**src/rtl/ro_pkg.sv**
```systemverilog
// Shared types for the ring-oscillator measurement sequencer.
// No logic: state encoding, counter width and a window helper.
// No flow control.
package ro_pkg;
    localparam int RO_CNT_W = 32;

    typedef enum logic [2:0] {
        ST_IDLE,
        ST_CLR,
        ST_ARM,
        ST_RUN,
        ST_STOP,
        ST_SETTLE,
        ST_CAPTURE,
        ST_DONE
    } ro_state_e;

    // A zero-length window still runs the oscillator for one cycle.
    function automatic logic [RO_CNT_W-1:0] eff_window(input logic [RO_CNT_W-1:0] w);
        return (w == '0) ? RO_CNT_W'(1) : w;
    endfunction
endpackage

```
**src/rtl/ro_cycle_timer.sv**
```systemverilog
// Loadable down-counter with zero flag, shared by the CLR, RUN and SETTLE intervals.
// Latency: load takes effect next cycle; zero reflects the registered count.
// No backpressure: counts down every cycle until it reaches zero, then holds.
module ro_cycle_timer
    import ro_pkg::*;
(
    input  logic                clk,
    input  logic                rst_n,
    input  logic                load,
    input  logic [RO_CNT_W-1:0] load_val,
    output logic                zero
);
    logic [RO_CNT_W-1:0] cnt_q, cnt_d;

    always_comb begin
        cnt_d = cnt_q;
        if (load) begin
            cnt_d = load_val;
        end else if (cnt_q != '0) begin
            cnt_d = cnt_q - RO_CNT_W'(1);
        end
    end

    always_ff @(posedge clk or negedge rst_n) begin
        if (!rst_n) begin
            cnt_q <= '0;
        end else begin
            cnt_q <= cnt_d;
        end
    end

    assign zero = (cnt_q == '0);
endmodule

```
**src/rtl/ro_measure_ctrl.sv**
```systemverilog
// Sweeps NUM_RO ring oscillators: clear, run for a window, settle, capture count.
// Latency per RO from entering CLR to result_valid: CLR_CYCLES+1+W+1+SETTLE+1 cycles.
// No backpressure: results are one-cycle pulses; start is ignored while busy.
module ro_measure_ctrl
    import ro_pkg::*;
#(
    parameter int NUM_RO     = 8,
    parameter int SEL_W      = 3,
    parameter int CLR_CYCLES = 4,
    parameter int SETTLE     = 8
) (
    input  logic                CLK,
    input  logic                resetn,
    input  logic                start,
    input  logic [RO_CNT_W-1:0] window_len,
    input  logic                abort,
    output logic                ro_enable,
    output logic                ro_reset,
    output logic [SEL_W-1:0]    ro_sel,
    input  logic [RO_CNT_W-1:0] count_in,
    output logic [RO_CNT_W-1:0] result,
    output logic [SEL_W-1:0]    result_idx,
    output logic                result_valid,
    output logic                busy,
    output logic                done
);
    localparam logic [SEL_W-1:0] LAST_SEL = SEL_W'(NUM_RO - 1);

    ro_state_e           state_q, state_d;
    logic [RO_CNT_W-1:0] win_q, win_d;
    logic [SEL_W-1:0]    ro_sel_q, ro_sel_d;
    logic [SEL_W-1:0]    result_idx_q, result_idx_d;
    logic [RO_CNT_W-1:0] result_q, result_d;
    logic                ro_enable_q, ro_enable_d;
    logic                ro_reset_q, ro_reset_d;
    logic                result_valid_q, result_valid_d;
    logic                busy_q, busy_d;
    logic                done_q, done_d;

    logic                tmr_load;
    logic [RO_CNT_W-1:0] tmr_val;
    logic                tmr_zero;
    logic                finish;

    ro_cycle_timer u_timer (
        .clk      (CLK),
        .rst_n    (resetn),
        .load     (tmr_load),
        .load_val (tmr_val),
        .zero     (tmr_zero)
    );

    always_comb begin
        state_d        = state_q;
        win_d          = win_q;
        ro_sel_d       = ro_sel_q;
        result_idx_d   = result_idx_q;
        result_d       = result_q;
        ro_enable_d    = ro_enable_q;
        ro_reset_d     = ro_reset_q;
        result_valid_d = 1'b0;
        busy_d         = busy_q;
        done_d         = 1'b0;
        tmr_load       = 1'b0;
        tmr_val        = '0;
        finish         = 1'b0;

        case (state_q)
            ST_IDLE: begin
                if (start && !abort) begin
                    state_d     = ST_CLR;
                    busy_d      = 1'b1;
                    ro_sel_d    = '0;
                    win_d       = eff_window(window_len);
                    ro_reset_d  = 1'b1;
                    ro_enable_d = 1'b0;
                    tmr_load    = 1'b1;
                    tmr_val     = RO_CNT_W'(CLR_CYCLES - 1);
                end
            end
            ST_CLR: begin
                if (abort) begin
                    finish = 1'b1;
                end else if (tmr_zero) begin
                    state_d    = ST_ARM;
                    ro_reset_d = 1'b0;
                end
            end
            ST_ARM: begin
                // Counter clear is released a full cycle before the RO starts.
                if (abort) begin
                    finish = 1'b1;
                end else begin
                    state_d     = ST_RUN;
                    ro_enable_d = 1'b1;
                    tmr_load    = 1'b1;
                    tmr_val     = win_q - RO_CNT_W'(1);
                end
            end
            ST_RUN: begin
                if (abort) begin
                    finish = 1'b1;
                end else if (tmr_zero) begin
                    state_d     = ST_STOP;
                    ro_enable_d = 1'b0;
                end
            end
            ST_STOP: begin
                state_d  = ST_SETTLE;
                tmr_load = 1'b1;
                tmr_val  = RO_CNT_W'(SETTLE - 1);
            end
            ST_SETTLE: begin
                if (abort) begin
                    finish = 1'b1;
                end else if (tmr_zero) begin
                    state_d = ST_CAPTURE;
                end
            end
            ST_CAPTURE: begin
                result_d       = count_in;
                result_idx_d   = ro_sel_q;
                result_valid_d = 1'b1;
                if (abort || (ro_sel_q == LAST_SEL)) begin
                    finish = 1'b1;
                end else begin
                    state_d    = ST_CLR;
                    ro_sel_d   = ro_sel_q + SEL_W'(1);
                    ro_reset_d = 1'b1;
                    tmr_load   = 1'b1;
                    tmr_val    = RO_CNT_W'(CLR_CYCLES - 1);
                end
            end
            ST_DONE: begin
                state_d = ST_IDLE;
            end
            default: begin
                state_d = ST_IDLE;
            end
        endcase

        if (finish) begin
            state_d     = ST_DONE;
            ro_enable_d = 1'b0;
            ro_reset_d  = 1'b0;
            busy_d      = 1'b0;
            done_d      = 1'b1;
        end
    end

    always_ff @(posedge CLK or negedge resetn) begin
        if (!resetn) begin
            state_q        <= ST_IDLE;
            win_q          <= '0;
            ro_sel_q       <= '0;
            result_idx_q   <= '0;
            result_q       <= '0;
            ro_enable_q    <= 1'b0;
            ro_reset_q     <= 1'b0;
            result_valid_q <= 1'b0;
            busy_q         <= 1'b0;
            done_q         <= 1'b0;
        end else begin
            state_q        <= state_d;
            win_q          <= win_d;
            ro_sel_q       <= ro_sel_d;
            result_idx_q   <= result_idx_d;
            result_q       <= result_d;
            ro_enable_q    <= ro_enable_d;
            ro_reset_q     <= ro_reset_d;
            result_valid_q <= result_valid_d;
            busy_q         <= busy_d;
            done_q         <= done_d;
        end
    end

    assign ro_enable    = ro_enable_q;
    assign ro_reset     = ro_reset_q;
    assign ro_sel       = ro_sel_q;
    assign result       = result_q;
    assign result_idx   = result_idx_q;
    assign result_valid = result_valid_q;
    assign busy         = busy_q;
    assign done         = done_q;
endmodule

```
**config.mk**
```make
export PLATFORM = sky130hd
export DESIGN_NAME = ro_measure_ctrl
export DESIGN_NICKNAME = d
export VERILOG_FILES = /design/src/rtl/ro_pkg.sv /design/src/rtl/ro_cycle_timer.sv /design/src/rtl/ro_measure_ctrl.sv
export SDC_FILE = /design/constraint.sdc
export NUM_CORES = 1
export LEC_CHECK = 0
export ABC_AREA = 1
export CAP_MARGIN = 25
export CORE_ASPECT_RATIO = 2
export CORE_MARGIN = 8
export CORE_UTILIZATION = 35
export CTS_CLUSTER_DIAMETER = 100
export DETAILED_ROUTE_END_ITERATION = 6
export GPL_ROUTABILITY_DRIVEN = 0
export SETUP_SLACK_MARGIN = 0.5
export SLEW_MARGIN = 30
export SYNTH_ARGS = -nofsm -noshare
export SYNTH_HDL_FRONTEND = slang
export SYNTH_SLANG_ARGS = --single-unit
```
**constraint.sdc**
```tcl
create_clock -name CLK -period 4.6 [get_ports CLK]
set_input_delay 0.92 -clock CLK [delete_from_list [all_inputs] [get_ports CLK]]
set_output_delay 0.92 -clock CLK [all_outputs]
set_load 0.05 [all_outputs]
```
# After elaboration in Yosys (flattened, before gate mapping)
# Index checks and enable logic that the tools add are counted.
[classes]
n_addsub = 3
n_eq_ne = 19
n_mux = 42
n_reduce_logical = 20
[ops]
columns = ["operator", "count"]
rows = [
  ["32-bit 2-to-1 mux", 4],
  ["32-bit case mux with 4 select lines", 1],
  ["32-bit logical NOT", 2],
  ["32-bit by 1-bit subtractor with 32-bit output, second input constant", 2],
  ["3-bit 2-to-1 mux", 12],
  ["32-bit nonzero test", 1],
  ["3-bit inequality test, second input constant", 9],
  ["3-bit case mux with 8 select lines", 1],
  ["1-bit 2-to-1 mux", 17],
  ["3-bit equality test, second input constant", 5],
  ["5-bit AND reduction", 2],
  ["9-bit AND reduction", 1],
  ["2-bit nonzero test", 4],
  ["4-bit nonzero test", 2],
  ["3-bit by 2-bit equality test with 1-bit output, second input constant", 2],
  ["1-bit case mux with 3 select lines", 2],
  ["3-bit case mux with 2 select lines", 1],
  ["2-bit 2-to-1 mux", 2],
  ["2-bit inequality test, second input constant", 2],
  ["1-bit case mux with 4 select lines", 1],
  ["2-bit AND reduction", 2],
  ["4-bit OR reduction", 1],
  ["3-bit by 1-bit adder with 3-bit output, second input constant", 1],
  ["3-bit by 1-bit equality test with 1-bit output, second input constant", 1],
  ["6 further kinds", 6],
]
[totals]
reg_bits = 110
input_bits = 68
wordCells = 95

# Depth between registers and ports, before layout
[logic_depth]
ltp_word = 6
ltp_mapped = 12
ltp_nobuf = 12

# Hierarchy
# From an unflattened synthesis, not the netlist that was laid out.
[hier_totals]
cells_unflattened = 954
area_unflattened_um2 = 6558.8
[by_module_without_submodules]
columns = ["module", "n_inst", "cells_per_inst", "area_per_inst_um2"]
rows = [
  ["ro_measure_ctrl", 1, 627, 4359.2],
  ["ro_cycle_timer", 1, 327, 2199.6],
]

# Worst setup path before layout
# Ideal clock, no wire load.
[synth_path]
path_type = "register -> register"
start = "register ro_sel_q[0], in the netlist ro_sel[0]"
end = "register u_timer.cnt_q[12]"
arrival_ns = 1.866
required_ns = 4.464
setup_slack_ns = 2.598
path_stages_with_launch = 12
path_buffers = 1
cell_sequence = "dfrtp_1 > ha_1 > ha_1 > nor2_1 > inv_1 > nor2_1 > nor2_2 > nand3_4 > inv_4 > buf_4 > o21ai_1 > a21oi_1"
[synth_between]
elab_chain_len = 5
[synth_rtl]
columns = ["element", "line", "source"]
rows = [
  ["start, declared", "ro_measure_ctrl.sv:31", "logic [SEL_W-1:0] ro_sel_q, ro_sel_d;"],
  ["start signal, assigned", "ro_measure_ctrl.sv:166", "ro_sel_q <= ro_sel_d;"],
  ["3-bit equality test *", "ro_measure_ctrl.sv:124", "if (abort || (ro_sel_q == LAST_SEL)) begin"],
  ["1-bit logical OR *", "ro_measure_ctrl.sv:124", ""],
  ["1-bit 2-to-1 mux *", "ro_measure_ctrl.sv:124", ""],
  ["1-bit case mux with 4 select lines *", "ro_measure_ctrl.sv:68", "case (state_q)"],
  ["32-bit 2-to-1 mux / 2-bit nonzero test (equally long branches)", "n/a", ""],
  ["end signal, assigned", "ro_cycle_timer.sv:28", "cnt_q <= cnt_d;"],
  ["end, declared", "ro_cycle_timer.sv:13", "logic [RO_CNT_W-1:0] cnt_q, cnt_d;"],
]
# Mark *: on every way between the ends. The rest lies on a longest branch, timed or not.
# A chain may end at the register's enable or synchronous reset.

# Worst setup path in the final report
[layout_path]
start = "input port abort"
end = "register ro_sel_q[1], in the netlist ro_sel[1]"
[layout_between]
elab_chain_len = 4
[layout_rtl]
columns = ["element", "line", "source"]
rows = [
  ["start, declared", "ro_measure_ctrl.sv:16", "input logic abort,"],
  ["1-bit logical NOT", "ro_measure_ctrl.sv:70", "if (start && !abort) begin"],
  ["1-bit logical AND", "ro_measure_ctrl.sv:70", ""],
  ["2-bit inequality test (no source line)", "n/a", ""],
  ["3-bit AND reduction (no source line) *", "n/a", ""],
]
# Marks and branches as above.

==> impl_metrics.yaml <==
route:
  vias: 5860
  drc: 0
  vias_per_cell: 4.83
  drt_first_pass_iters: 5
  ant_nets: 0
  wl_um: 17900
  drt-wirelength-per-cell_um: 14.7
  first_iter_violations: 392
global_route:
  grt_first_pass_wirelength_um: 29600
  grt-ovfl-total: 0
  grt_usage_pct: 16.6
  antenna_found_initial: 0
  grt_pass1_vias: 5801
  grt_max_degree: 83
sta:
  worst_pin_slew_ns: 0.857
  drv_slew: 0
  setup_ws_ns: 1.92
  setup_viol: 0
  fin_tns_setup_ns: 0
  rsz0062_at_grt: "false"
  finClkSkew_ns: 0.0119
  fmax_mhz: 373
  min_period_over_period_pct: 58.3
  hold_viol: 0
  max_slew_margin_pct: 42.8
  min_period_ns: 2.68
synthesis:
  synth_top_area_share_pct: 44.4
  synth.avg_cell_area_um2: 6.96
  syn-cell-area_um2: 6200
  synthAdderAreaFrac_pct: 1.01
  synth_flop_cell: "dfrtp_1"
  synth_top_family_by_area: "simple AND/OR/NAND/NOR gates"
  synth_edf_count: 0
  synth-simple-area-share_pct: 36.1
  synth_cells: 891
  yosysUniqueCellTypes: 34
  synth_seq_cells: 110
  yosys_warnings: 0
  synth_area_leader_cell: "dfrtp_1"
  muxShareOfSynthArea_pct: 0
  synthesis.nets: 964
  yosysSeqAreaShare_pct: 44.4
  synthTopCellsByArea: "dfrtp_1, nand2_1, nor2_1"
  ys_async_sr_fraction_pct: 100
  synth-xor-area-share_pct: 3.11
  synth_compound_area_share_pct: 7.89
setup_path:
  crit_buf_inv: 5
  critPathMaxStageDelay_ns: 0.63
  cp_data_arrival_time_ns: 2.96
  cp_cell_sequence: "clkdlybuf4s50_1 -> inv_1 -> nand2_1 -> inv_1 -> nand2_2 -> inv_2 -> nor2_1 -> inv_1 -> nand3_1 -> o21ai_0"
  critPathLaunchType: "input pin"
  cp_max_fo: 59
  cp.required_ns: 4.88
  crit_path_frequent_cell: "inv_1"
  slowest_stage: "inv_2"
  path_delay_family: "buffers and inverters"
  crit_type: "input pin to flop"
  critPathCaptureType: "flop"
final_layout:
  multi_input_area_um2: 2980
  regArea_um2: 2750
  nets: 1068
  layout-drive-gt1-share_pct: 4.60
  fillers: 1779
  insertedDiodeCount: 0
  area_delta_synth_final_pct: 25.6
  final_core_util_pct: 44.4
place:
  io_buffers: 110
  dpl.hpwl_um: 13900
  post-place-ws_ns: 1.53
clock_tree:
  cts_buffer_depth: 2
  cts_setup_buffers: 0
  ctsResizeCount: 0
  cts.hold.buffers_added: 0
  numCtsBuffers: 9
  clk_pin_slew_ns: 0.08
  htreeDepth: 3
  cts_root_buf: "clkbuf_16"
  worstSkewPairLatency_ns: 0.36
  cts_tree: "done"
  clock-sinks: 110
floorplan:
  start_util_pct: 35.4
  io_pins: 111
  dieArea_um2: 22500
  chipWidth_um: 110
  core_area_um2: 17500
  num_rows: 69
  die_h_um: 204
power:
  irDropWorstVdd_mv: 0.378
  power_density_nw_per_um2: 707
  p_leak_nw: 3.76
  p_total_mw: 5.50
flow_run:
  max-cap-violations: 0
hold_path:
  holdCritPathClass: "flop to flop"
outcome:
  status: "completed"
==> worst register-to-register path, delay by kind of cell, from the launching register on <==
kind / cells / cell delay (ns)
AOI/OAI and AO/OA: 1 / 0.18
and+or+nand+nor: 3 / 0.87
buffers and inverters: 2 / 0.97
DFF: 1 / 0.44
==> cell usage after synthesis, types with 3 or more instances <==
| master | number |
|---|---|
| o21ai_1 | 4 |
| nand2_1 | 305 |
| ha_1 | 5 |
| buf_2 | 4 |
| buf_4 | 3 |
| nand3_1 | 68 |
| a31oi_1 | 3 |
| o21ai_0 | 50 |
| xor2_1 | 20 |
| nor3_1 | 7 |
| clkbuf_1 | 10 |
| a21oi_1 | 31 |
| nand4_1 | 11 |
| nor2_2 | 7 |
| nand2_2 | 4 |
| dfrtp_1 | 110 |
| inv_2 | 8 |
| inv_1 | 90 |
| nor2_1 | 132 |
==> layout make-up <==
type / count / share of cell area (%)
flip-flops and latches: 110 / 35.4
well taps: 213 / 3.42
clock inverters: 6 / 0.675
repair buffers: 112 / 14.4
clock buffers: 10 / 3.07
inverters: 99 / 4.81
multi-input cells: 663 / 38.3
==> metal layers <==
metal	GRT usage [%]	wire length, um
met5	0	0
met4	5.13	416
met3	3.13	730
met2	26.0	8710
met1	22.4	8030
==> through the flow <==
step,cell area (um^2),std cells,hold slack [ns]
3_3_place_gp,7490,1197,0.461
3_5_place_dp,7490,1197,0.466
2_1_floorplan,6200,891,0.453
5_1_grt,7780,1213,0.512
6_report,7780,1213,0.483
4_1_cts,7780,1213,0.486
==> sequential cells by signal, indices dropped and copies added (netlist names) <==
signal,cells
result,32
u_timer.cnt_q,32
win_q,32
result_idx,3
ro_sel,3
state_q,3
busy,1
done,1
result_valid,1
ro_enable,1
ro_reset,1
==> cell usage in the layout (no fill, tap or decap), drive strengths merged <==
master and instances:
o21bai 1, a31oi 3, nand3 70, xor2 20
ha 5, clkinv 2, nor4 1, nand4 11
nor3 9, o21ai 56, clkinvlp 1, a21oi 31
dfrtp 110, and3 1, o22ai 2, clkdlybuf4s50 109
inv 102, clkbuf 10, nand3b 1, o211ai 1
nand2 309, nor2 140, xnor2 2, buf 3
==> cells by family (layout without fill, tap and decap cells) <==
kind of cell               Yosys count  after routing
AOI/OAI and AO/OA                   94             94
xor gates and xnor gates            22             22
DFF                                110            110
buffers and inverters              118            227
and+or+nand+nor                    542            542
adders and majority gates            5              5
==> path summary, 6_finish.rpt <==
check	startpoint	to	slack, ns	cells after the start
setup / recovery	abort	ro_sel[1]$_DFFE_PN0P_	1.92	10
hold / removal	result[23]$_DFFE_PN0N_	result[23]$_DFFE_PN0N_	0.48	2
setup reg to reg	state_q[0]$_DFFE_PN0P_	ro_reset$_DFFE_PN0P_	2.03	6
hold reg to reg	result[23]$_DFFE_PN0N_	result[23]$_DFFE_PN0N_	0.48	2
max in group asynchronous	resetn	result[13]$_DFFE_PN0N_	3.07	2
min in group asynchronous	resetn	u_timer.cnt_q[3]$_DFFE_PN0P_	0.62	1
==> power by group <==
group / internal (mW) / switching, mW / leakage [nW]
clock network: 0.393 / 0.383 / 0.143
registers: 1.41 / 0.345 / 1.38
logic: 0.954 / 2.02 / 2.23
total: 2.76 / 2.75 / 3.76
Note: power is estimated with default switching activity, not from simulation.
